--- src/rtl/pwm_breathe_multi.sv ---
`default_nettype none
// ============================================================================
// Module      : pwm_breathe_multi
// Description : Multi-channel PWM generator with four modes (OFF, FIXED 50%,
//               BREATHE ramp with antiphase odd channels, CHASE single lit
//               channel). All channels share one period counter; period and
//               per-channel duty are shadowed and only change at period wrap,
//               so no output ever sees a torn period.
// Ports       : clk       - sole clock, rising edge
//               rst_n     - asynchronous active-low reset
//               period    - PWM period in clk cycles (0 = outputs held low)
//               step      - BREATHE duty change per ramp tick
//               mode_step - one-cycle pulse, advances OFF->FIXED->BREATHE->CHASE
//               ch_en     - per-channel output enable
//               pwm_out   - registered PWM outputs
//               mode      - current mode (0 OFF, 1 FIXED, 2 BREATHE, 3 CHASE)
// Revision    : 1.0 - initial release
// ============================================================================
module pwm_breathe_multi #(
   parameter int CH       = 4,
   parameter int W        = 16,
   parameter int RAMP_DIV = 50000
) (
   input  logic          clk,
   input  logic          rst_n,
   input  logic [W-1:0]  period,
   input  logic [W-1:0]  step,
   input  logic          mode_step,
   input  logic [CH-1:0] ch_en,
   output logic [CH-1:0] pwm_out,
   output logic [1:0]    mode
);

   localparam int IDX_W = (CH > 1) ? $clog2(CH) : 1;
   localparam int PS_W  = (RAMP_DIV > 1) ? $clog2(RAMP_DIV) : 1;

   localparam logic [1:0] MODE_OFF     = 2'd0;
   localparam logic [1:0] MODE_FIXED   = 2'd1;
   localparam logic [1:0] MODE_BREATHE = 2'd2;
   localparam logic [1:0] MODE_CHASE   = 2'd3;

   localparam logic [W-1:0]     ONE_W    = {{(W-1){1'b0}}, 1'b1};
   localparam logic [PS_W-1:0]  PS_LAST  = PS_W'(RAMP_DIV - 1);
   localparam logic [PS_W-1:0]  PS_ONE   = {{(PS_W-1){1'b0}}, 1'b1};
   localparam logic [IDX_W-1:0] IDX_LAST = IDX_W'(CH - 1);
   localparam logic [IDX_W-1:0] IDX_ONE  = {{(IDX_W-1){1'b0}}, 1'b1};

   // ------------------------------------------------------------------------
   // Shared period counter and period shadow
   // ------------------------------------------------------------------------
   logic [W-1:0] cnt;
   logic [W-1:0] shadow_period;
   logic         period_zero;
   logic         at_wrap;
   logic         shadow_load;

   assign period_zero = (shadow_period == '0);
   assign at_wrap     = !period_zero && (cnt == (shadow_period - ONE_W));
   // A zero shadow period never wraps, so it reloads every cycle instead;
   // otherwise a period of 0 could never be left.
   assign shadow_load = at_wrap || period_zero;

   always_ff @(posedge clk or negedge rst_n) begin
      if (!rst_n) begin
         cnt           <= '0;
         shadow_period <= '0;
      end else begin
         if (at_wrap || period_zero) cnt <= '0;
         else                        cnt <= cnt + ONE_W;
         if (shadow_load) shadow_period <= period;
      end
   end

   // ------------------------------------------------------------------------
   // Mode state machine
   // ------------------------------------------------------------------------
   logic [1:0] state;
   logic [1:0] state_next;

   always_ff @(posedge clk or negedge rst_n) begin
      if (!rst_n) state <= MODE_OFF;
      else        state <= state_next;
   end

   always_comb begin
      state_next = state;
      if (mode_step) begin
         case (state)
            MODE_OFF:     state_next = MODE_FIXED;
            MODE_FIXED:   state_next = MODE_BREATHE;
            MODE_BREATHE: state_next = MODE_CHASE;
            default:      state_next = MODE_OFF;
         endcase
      end
   end

   always_comb begin
      mode = state;
   end

   // ------------------------------------------------------------------------
   // Ramp prescaler: restarted on every mode change so each mode begins with
   // a full tick interval.
   // ------------------------------------------------------------------------
   logic [PS_W-1:0] presc;
   logic            ramp_tick;

   assign ramp_tick = (presc == PS_LAST);

   always_ff @(posedge clk or negedge rst_n) begin
      if (!rst_n)                      presc <= '0;
      else if (mode_step || ramp_tick) presc <= '0;
      else                             presc <= presc + PS_ONE;
   end

   // ------------------------------------------------------------------------
   // BREATHE accumulator. The sum is formed one bit wider so a large step
   // near the top of the range saturates at the period instead of wrapping.
   // ------------------------------------------------------------------------
   logic [W-1:0] duty_acc;
   logic         dir_up;
   logic [W:0]   acc_ext;
   logic [W:0]   step_ext;
   logic [W:0]   sp_ext;
   logic [W:0]   sum_ext;
   logic [W-1:0] acc_ramp;
   logic         dir_ramp;
   logic [W-1:0] acc_next;
   logic         dir_next;

   always_comb begin
      acc_ext  = {1'b0, duty_acc};
      step_ext = {1'b0, step};
      sp_ext   = {1'b0, shadow_period};
      sum_ext  = acc_ext + step_ext;
      acc_ramp = duty_acc;
      dir_ramp = dir_up;
      if (dir_up) begin
         if (sum_ext >= sp_ext) begin
            acc_ramp = shadow_period;
            dir_ramp = 1'b0;
         end else begin
            acc_ramp = sum_ext[W-1:0];
         end
      end else begin
         if (step_ext >= acc_ext) begin
            acc_ramp = '0;
            dir_ramp = 1'b1;
         end else begin
            acc_ramp = duty_acc - step;
         end
      end
   end

   // A mode change wins over a coincident tick; the clamp keeps the
   // accumulator inside a newly shortened period.
   always_comb begin
      acc_next = duty_acc;
      dir_next = dir_up;
      if (mode_step) begin
         acc_next = '0;
         dir_next = 1'b1;
      end else if (ramp_tick && (state == MODE_BREATHE)) begin
         acc_next = acc_ramp;
         dir_next = dir_ramp;
      end
      if (shadow_load && (acc_next > period)) acc_next = period;
   end

   always_ff @(posedge clk or negedge rst_n) begin
      if (!rst_n) begin
         duty_acc <= '0;
         dir_up   <= 1'b1;
      end else begin
         duty_acc <= acc_next;
         dir_up   <= dir_next;
      end
   end

   // ------------------------------------------------------------------------
   // CHASE index
   // ------------------------------------------------------------------------
   logic [IDX_W-1:0] idx;

   always_ff @(posedge clk or negedge rst_n) begin
      if (!rst_n) begin
         idx <= '0;
      end else if (mode_step) begin
         idx <= '0;
      end else if (ramp_tick && (state == MODE_CHASE)) begin
         idx <= (idx == IDX_LAST) ? '0 : idx + IDX_ONE;
      end
   end

   // ------------------------------------------------------------------------
   // Per-channel targets, duty shadows and compare
   // ------------------------------------------------------------------------
   // Targets are built from the live period so the duty loaded at a wrap
   // matches the period loaded at the same edge.
   logic [W-1:0]  acc_lim;
   logic [W-1:0]  half_period;
   logic [CH-1:0] pwm_next;

   assign acc_lim     = (duty_acc > period) ? period : duty_acc;
   assign half_period = period >> 1;

   for (genvar k = 0; k < CH; k++) begin : g_ch
      logic [W-1:0] target;
      logic [W-1:0] shadow_duty;

      always_comb begin
         target = '0;
         case (state)
            MODE_FIXED: target = half_period;
            MODE_BREATHE: begin
               if ((k % 2) == 0) target = acc_lim;
               else              target = period - acc_lim;
            end
            MODE_CHASE: target = (idx == IDX_W'(k)) ? period : '0;
            default:    target = '0;
         endcase
      end

      always_ff @(posedge clk or negedge rst_n) begin
         if (!rst_n)       shadow_duty <= '0;
         else if (at_wrap) shadow_duty <= target;
      end

      // Duty >= period gives a constant high; a zero period forces low even
      // if a stale non-zero duty is still shadowed.
      assign pwm_next[k] = ch_en[k] & ~period_zero & (cnt < shadow_duty);
   end

   always_ff @(posedge clk or negedge rst_n) begin
      if (!rst_n) pwm_out <= '0;
      else        pwm_out <= pwm_next;
   end

endmodule
`default_nettype wire

--- config.mk ---
export PLATFORM = sky130hd
export DESIGN_NAME = pwm_breathe_multi
export DESIGN_NICKNAME = d
export VERILOG_FILES = /design/src/rtl/pwm_breathe_multi.sv
export SDC_FILE = /design/constraint.sdc
export NUM_CORES = 1
export LEC_CHECK = 0
export CAP_MARGIN = 0
export CORE_MARGIN = 2
export CORE_UTILIZATION = 60
export CTS_BUF_LIST = sky130_fd_sc_hd__clkbuf_8
export DETAILED_ROUTE_END_ITERATION = 16
export PLACE_DENSITY = 0.78
export SETUP_SLACK_MARGIN = 0.15
export SYNTH_ARGS = -nofsm -noshare
export SYNTH_HDL_FRONTEND = slang
export SYNTH_SLANG_ARGS = --single-unit
export TNS_END_PERCENT = 1
--- constraint.sdc ---
create_clock -name clk -period 13.08 [get_ports clk]
set_input_delay 1.962 -clock clk [delete_from_list [all_inputs] [get_ports clk]]
set_output_delay 1.962 -clock clk [all_outputs]
set_load 0.03 [all_outputs]
---- Word level (Yosys, flattened, before mapping) ----
Cells that the tools add are included.
W data, S select, Z words.
storage, ports and cells
  register bits after elaboration ......... 137
  latch bits .............................. 0
  memory bits (writable) .................. 0
  ROM bits ................................ 0
  bits of input ports ..................... 39
  output and inout port bits .............. 6
  memories kept ........................... 0
cells by class
  $add $sub $neg .......................... 7
  $mul .................................... 0
  div/mod/pow operators ................... 0
  $lt $le $gt $ge ......................... 8
  equal/unequal tests ..................... 8
  shift operators ......................... 0
  muxes and demuxes ....................... 26
  bitwise operators ....................... 9
  reduce and logical (&&, ||, !) cells .... 12
operators with widths
  cell                     count
  $mux W16                 13
  $pmux W16 S3             4
  $lt A16 B16 Y1           4
  $add A16 B1 Y16 const B  2
  $gt A16 B16 Y1           2
  $sub A16 B16 Y16         2
  $add A16 B16 Y17         1
  $ge A17 B16 Y1           1
  $eq A16 B16 Y1           1
  $eq A16 B16 Y1 const B   1
  $ge A16 B16 Y1           1
  $logic_not A16 Y1        1
  $sub A16 B1 Y16 const B  1
  $and A1 B1 Y1            8
  $eq A2 B2 Y1 const B     4
  $mux W2                  3
  $pmux W2 S3              1
  $mux W1                  5
  $eq A2 B1 Y1 const B     2
  $logic_and A1 B1 Y1      4
  $logic_not A2 Y1         2
  $reduce_bool A2 Y1       2
  $add A2 B1 Y2 const B    1
  $logic_or A1 B1 Y1       2
  2 further kinds          2

---- Depth between registers and ports, before layout ----
Gate-level depths: netlist of the first run.
  depth in word-level cells ............... 9
  depth in mapped cells ................... 30
  gate-level depth less buffers ........... 27

---- Worst setup path after synthesis of the first run ----
Ideal clock, no wire load.
  path kind ............................... input to register
  start point ............................. in step[0]
  end point ............................... reg duty_acc[10]
  setup time .............................. 0.128 ns
  data arrival time ....................... 7.394 ns
  setup slack ............................. 5.558 ns
  stages .................................. 30
  path buffers ............................ 3
  cell sequence ........................... ha_1 > inv_1 > fa_1 > o21bai_1 > o211a_1 > o31a_1 > a221o_1 > a21boi_0 > xor2_1 > ha_1 > a211oi_1 > o21ai_0 > a2111oi_0 > a211oi_1 > a211oi_4 > buf_6 > mux2i_1 > a21oi_1 > a22o_1 > ha_1 > nor2b_1 > o21ai_0 > nand2b_1 > a21oi_1 > o21ai_0 > a21o_1 > and3_1 > buf_2 > buf_4 > mux2_1
on the way
  longest elaborated chain between the ends .. 9
  elaborated cells between the ends (all ways) .. 12
  classes of those cells .................. 2 x add/sub; 3 x order compare; 6 x mux; 1 x reduce/logical
RTL lines
  what                    line  source
  start: declaration      27    input logic [W-1:0] step,
  $add A16 B16 Y17        135   sum_ext = acc_ext + step_ext;
  $ge A17 B16 Y1          139   if (sum_ext >= sp_ext) begin
  $mux W16                139
  $mux W16 *              138   if (dir_up) begin
  $mux W16 *              163   end else if (ramp_tick && (state == MODE_BREATHE)) begin
  $mux W16 *              160   if (mode_step) begin
  $gt A16 B16 Y1          167   if (shadow_load && (acc_next > period)) acc_next = period;
  $logic_and A1 B1 Y1     167
  $mux W16 *              167
  named net acc_next[10]  128   logic [W-1:0] acc_next;
  end signal: assignment  175   duty_acc <= acc_next;
  end: declaration        120   logic [W-1:0] duty_acc;
Mark *: on every way through the listed nets, which the timed path passes. The rest lies on a longest branch.
A chain may end at the register's enable or synchronous reset.

---- Worst setup path in the final report of the first run ----
  start point ............................. in step[2]
  end point ............................... reg duty_acc[9]
The elaborated chain is that of the path after synthesis.

==> results of run 1 <==
final cells by class:
cell class | count | area (um2)
diodes | 1 | 2.50
clock buffers | 17 | 234
clock inverters | 15 | 215
fillers | 1790 | 7220
inverters | 146 | 548
multi-input cells | 1137 | 8320
flip-flops and latches | 137 | 3430
well taps | 275 | 344
repair buffers | 53 | 509
power breakdown:
group | switching, mW | total [mW] | internal [mW]
sequential | 0.00466 | 0.433 | 0.428
clock | 0.209 | 0.409 | 0.200
combinational | 0.192 | 0.278 | 0.0860
synth_stat cells (20+ instances only):
cell / number / area [um2]
ha_1: 166 / 2080
clkbuf_1: 62 / 233
nor2_1: 99 / 372
a21oi_1: 73 / 365
inv_1: 145 / 544
o21ai_0: 72 / 360
xnor2_1: 41 / 359
xor2_1: 37 / 324
a21o_1: 86 / 646
a211oi_1: 65 / 488
nand2_1: 128 / 480
nand4_1: 20 / 125
mux2i_1: 25 / 250
nor3_1: 25 / 125
dfrtp_1: 136 / 3400
nand3_1: 37 / 185
stage by stage:
stage | setup WS, ns | area (um2)
detailed placement | 3.89 | 13200
floorplan | 5.56 | 12600
finish | 4.30 | 13600
global route | 3.86 | 13600
global placement | 4.10 | 13200
CTS | 4.37 | 13600
cells by family (layout without fill, tap and decap cells):
logic type	after synthesis	in the layout	share of synthesized area
compound gates	432	432	0.238
simple gates	415	415	0.159
buf+inv	231	231	0.0724
fa+ha+maj	169	169	0.169
flops	137	137	0.271
xor+xnor	78	78	0.0541
mux	43	43	0.0358
other cells	0	1	0
worst paths after layout:
check                                           start  slack, ns                                  to
worst min-delay path               presc[0]$_DFF_PN0_       0.46                  presc[0]$_DFF_PN0_
min in group asynchronous                       rst_n       1.46                   cnt[12]$_DFF_PN0_
worst max-delay path                          step[2]       4.30               duty_acc[9]$_DFF_PN0_
max in group asynchronous                       rst_n      10.16  g_ch[0].shadow_duty[0]$_DFFE_PN0P_
worst max register to register  duty_acc[2]$_DFF_PN0_       5.84               duty_acc[9]$_DFF_PN0_
worst min register to register     presc[0]$_DFF_PN0_       0.46                  presc[0]$_DFF_PN0_
flip-flops by register name, indices dropped and copies added (netlist names):
| register | flops |
|---|---|
| shadow_period | 16 |
| mode | 2 |
| idx | 2 |
| g_ch.shadow_duty | 64 |
| pwm_out | 4 |
| cnt | 16 |
| duty_acc | 16 |
| presc | 16 |
| dir_up | 1 |
metal layers:
metal	part of all wire	wire length [um]	global-route usage	vias to the layer above
met5	0	0	0	-
met4	0.027	957	0.106	0
met3	0.073	2600	0.0771	71
met2	0.46	16500	0.538	425
met1	0.44	15500	0.447	5319
li1	-	-	-	5366
critical path, cell delays in order:
cell	delay, ns
clkdlybuf4s50_1	0.49
inv_1	0.06
ha_1	0.49
o21bai_1	0.14
o211a_1	0.26
o31a_1	0.32
a221o_1	0.41
a21boi_0	0.23
xor2_1	0.23
ha_1	0.28
a211oi_1	0.23
o21ai_0	0.15
a2111oi_0	0.32
a211oi_1	0.20
a211oi_4	0.81
mux2i_1	0.27
a21oi_1	0.08
a22o_1	0.23
ha_1	0.28
nor2b_1	0.12
o21ai_0	0.08
nand2b_1	0.07
a21oi_1	0.06
o21ai_0	0.14
a21o_1	0.12
and3_1	0.66
mux2_2	0.41
==> summary.md, run 1 <==
| Metric | Value |
|---|---|
| Routed WL | `35.6 mm` |
| Clock root buffer | `clkbuf_8` |
| Netlist cell types | `78` |
| Worst slew margin | `0.224` |
| Fmax | `114 MHz` |
| Post-synth EDFFs | `0` |
| Syn nets | `1713` |
| Cell count after synthesis | `1505` |
| Main synth FF type | `dfrtp_1` |
| Number of cells on the worst reg-to-reg path | `25` |
| Slew @ Worst Pin | `1.16 ns` |
| Critical path endpoint category | `register` |
| Post-synthesis area per instance | `8.40 um2` |
| Cts-stage hold buffer count | `0` |
| IO buf count | `44` |
| Vias in the first global route | `10900` |
| Post-CTS Setup Bufs | `0` |
| Longest Clk Path Bufs | `2` |
| Drt first pass iters | `6` |
| Wire length per cell | `20.0 um` |
| H-tree Lvls | `4` |
| Area growth syn-to-layout | `7.63%` |
| IO Count | `45` |
| CTS clk-pin slew, worst paths | `0.10 ns` |
| Post-DP HPWL | `26.8 mm` |
| DRC Markers | `0` |
| Critical path class | `input pin to register` |
| WHS | `0.457 ns` |
| Max_cap viols | `0` |
| Final GP Congestion | `0.984` |
| Slew Limit Fails | `0` |
| Most common cell after layout, fill and taps aside | `ha_1` |
| Hold Crit Class | `register to register` |
| PostCTS Resize Cnt | `0` |
| Routed via count | `11200` |
| CTS Sinks | `137` |
| Iter 0 DRT Violations | `825` |
| Yosys warning count | `0` |
| Share of cells above drive strength 1 | `0.0565` |
| CTS Buf Count | `17` |
| Pwr/cell area | `82.4 mW/mm2` |
| Commonest non-fill, non-tap cells in the layout | `ha_1, inv_1, dfrtp_1, nand2_1, nor2_1` |
| Worst skew pair latency | `0.48 ns` |
| Crit-path max FO | `22` |
| Final hold violations | `0` |
| Initial antenna violation count | `0` |
| Layout Cells excl Fill | `1781` |
| Final period util | `0.671` |
| Total global-route track usage | `0.334` |
| Sequential fraction of the synthesis area | `0.271` |
| Die width | `149 um` |
| Final Util | `0.653` |
| Final nets | `1700` |
| Worst EP required | `13.43 ns` |
| Status | `finished clean` |
| Placeable core area | `0.0208 mm2` |
| Final setup vio count | `0` |
| Pleak | `6.71 nW` |
| Initial Utilization | `0.607` |
| Skew final | `0.0237 ns` |
| Worst Path Arrival | `9.12 ns` |
| CP startpoint kind | `input pin` |
| Die ar. | `0.0222 mm2` |
| First-pass GRT wire length | `58.1 mm` |
| Pwr Total | `1.12 mW` |
| Largest net degree at the start of global routing | `119` |
| Setup TNS | `0 ns` |
| Seq cells post-synth | `137` |
| CTS tree | `done` |
| Mapped Area | `0.0126 mm2` |
| Minimum clock period | `8.78 ns` |
| Hold Path Depth | `1` |
| Die Ht | `149 um` |
| Cell count after placement | `1748` |
| Worst IR Drop VDD | `0.187 mV` |
| Grt total ovfl | `0` |
| RSZ-0062 raised after global routing | `no` |
| ANT nets after route | `0` |
| Site Rows | `53` |
| Vias per Instance | `6.28` |
| Asr flop ratio synth | `1.00` |
Note: power is estimated with default switching activity, not from simulation.
==> run 2: changes to the inputs <==
clock period = 9.2 ns   (was 13.08 ns; I/O delays follow)
==> summary.md, run 2 (synthesis gave the netlist of run 1 again) <==
| Metric | Value |
|---|---|
| Status | `finished clean` |
| Minimum clock period | `8.03 ns` |
| Vias in the first global route | `10700` |
| Worst Path Arrival | `8.38 ns` |
| N_diodes | `0` |
| Critical path endpoint category | `register` |
| Routed via count | `11300` |
| Iter 0 DRT Violations | `987` |
| Area growth syn-to-layout | `7.45%` |
| Pwr/cell area | `114 mW/mm2` |
| Most common cell after layout, fill and taps aside | `ha_1` |
| IO buf count | `44` |
| Final period util | `0.873` |
| PostCTS Resize Cnt | `0` |
| Max reg flops | `64` |
| DRC Markers | `0` |
| Post-DP HPWL | `27.1 mm` |
| H-tree Lvls | `4` |
| Critical path class | `input pin to register` |
| CTS Buf Count | `17` |
| Worst IR Drop VDD | `0.274 mV` |
| Final GP Congestion | `0.983` |
| First-pass GRT wire length | `58.0 mm` |
| Setup TNS | `0 ns` |
| Final nets | `1702` |
| Placeable core area | `0.0208 mm2` |
| Longest Clk Path Bufs | `2` |
| Grt total ovfl | `0` |
| Wire length per cell | `20.0 um` |
| Routed WL | `35.6 mm` |
| CTS Sinks | `137` |
| Die ar. | `0.0222 mm2` |
| IO Count | `45` |
| Total global-route track usage | `0.332` |
| Skew final | `0.0132 ns` |
| Cell count after placement | `1750` |
| Final setup vio count | `0` |
| Post-CTS Setup Bufs | `0` |
| Fmax | `125 MHz` |
| Share of cells above drive strength 1 | `0.0564` |
| Top reg by flops | `g_ch.shadow_duty` |
| Slew @ Worst Pin | `1.15 ns` |
| CP startpoint kind | `input pin` |
| Hold Crit Class | `register to register` |
| Site Rows | `53` |
| Vias per Instance | `6.36` |
| Die width | `149 um` |
| Pleak | `6.70 nW` |
| CTS clk-pin slew, worst paths | `0.08 ns` |
| Initial Utilization | `0.607` |
| Final hold violations | `0` |
| Layout Cells excl Fill | `1782` |
| Worst skew pair latency | `0.47 ns` |
| Worst EP required | `9.55 ns` |
| Crit-path max FO | `16` |
| CTS tree | `done` |
| Die Ht | `149 um` |
| Initial antenna violation count | `0` |
| Cts-stage hold buffer count | `0` |
| Clock root buffer | `clkbuf_8` |
| ANT nets after route | `0` |
| RSZ-0062 raised after global routing | `no` |
| Slew Limit Fails | `0` |
| Largest net degree at the start of global routing | `115` |
| Worst slew margin | `0.235` |
| Commonest non-fill, non-tap cells in the layout | `ha_1, inv_1, dfrtp_1, nand2_1, nor2_1` |
| Max_cap viols | `0` |
| Drt first pass iters | `8` |
[run 2: cell types whose count changed in the layout (fill, tap and decap cells not counted), moves of 2 or more]
cell | previous run | this run
inv_6 | 6 | 1
clkinvlp_4 | 0 | 4
inv_8 | 5 | 1
clkinv_4 | 0 | 3
buf_4 | 9 | 11
inv_1 | 145 | 147
[run 2: critical path, stage by stage]
cell             delay, ns
clkdlybuf4s50_1       0.48
inv_1                 0.05
ha_1                  0.49
o21bai_1              0.14
o211a_1               0.26
o31a_1                0.31
a221o_1               0.41
a21boi_0              0.25
xor2_1                0.24
ha_1                  0.28
a211oi_1              0.20
o21ai_0               0.14
a2111oi_0             0.33
a211oi_1              0.20
a211oi_4              0.55
buf_4                 0.31
o221ai_1              0.14
a31oi_1               0.17
nor3_1                0.08
ha_1                  0.32
a21o_1                0.11
a21o_1                0.10
a21oi_1               0.06
o21ai_0               0.17
a21o_1                0.10
and3_1                0.68
mux2_2                0.42
[run 2: final cells by class]
type                    instances  area [um2]
inverters                     146         548
flip-flops and latches        137        3430
clock inverters                15         179
fillers                      1797        7240
well taps                     275         344
multi-input cells            1137        8320
clock buffers                  17         234
repair buffers                 55         524
[run 2: where the power goes]
part	switching [mW]	internal, mW	total [mW]
Clock	0.259	0.269	0.528
Combinational	0.277	0.122	0.399
Sequential	0.00710	0.609	0.616
Total	0.543	1.00	1.54
[run 2: per-layer routing]
| metal | vias up | wire [um] | global-route usage |
|---|---|---|---|
| met5 | - | 0 | 0 |
| met1 | 5432 | 15500 | 0.460 |
| met4 | 0 | 876 | 0.0976 |
| met2 | 472 | 16300 | 0.534 |
| li1 | 5362 | - | - |
| met3 | 69 | 2850 | 0.0584 |
[run 2: through the flow]
step	setup WS [ns]	cell area [um2]	total power, mW	util	hold WS (ns)
finish	1.17	13600	1.54	0.652	0.463
global route	0.706	13600	1.61	0.652	0.490
CTS	1.32	13600	1.54	0.652	0.462
detailed placement	0.844	13200	1.02	0.632	0.451
global placement	1.04	13200	1.01	0.632	0.446
floorplan	2.26	12600	0.887	-	0.425
[run 2: worst paths after layout]
kind,from,end,slack (ns),cells past startpoint
setup / recovery,step[2],duty_acc[7]$_DFF_PN0_,1.17,27
hold / removal,presc[0]$_DFF_PN0_,presc[0]$_DFF_PN0_,0.46,1
setup reg to reg,duty_acc[2]$_DFF_PN0_,duty_acc[7]$_DFF_PN0_,2.11,25
hold reg to reg,presc[0]$_DFF_PN0_,presc[0]$_DFF_PN0_,0.46,1
max in group asynchronous,rst_n,g_ch[2].shadow_duty[2]$_DFFE_PN0P_,6.98,2
min in group asynchronous,rst_n,cnt[9]$_DFF_PN0_,0.90,1
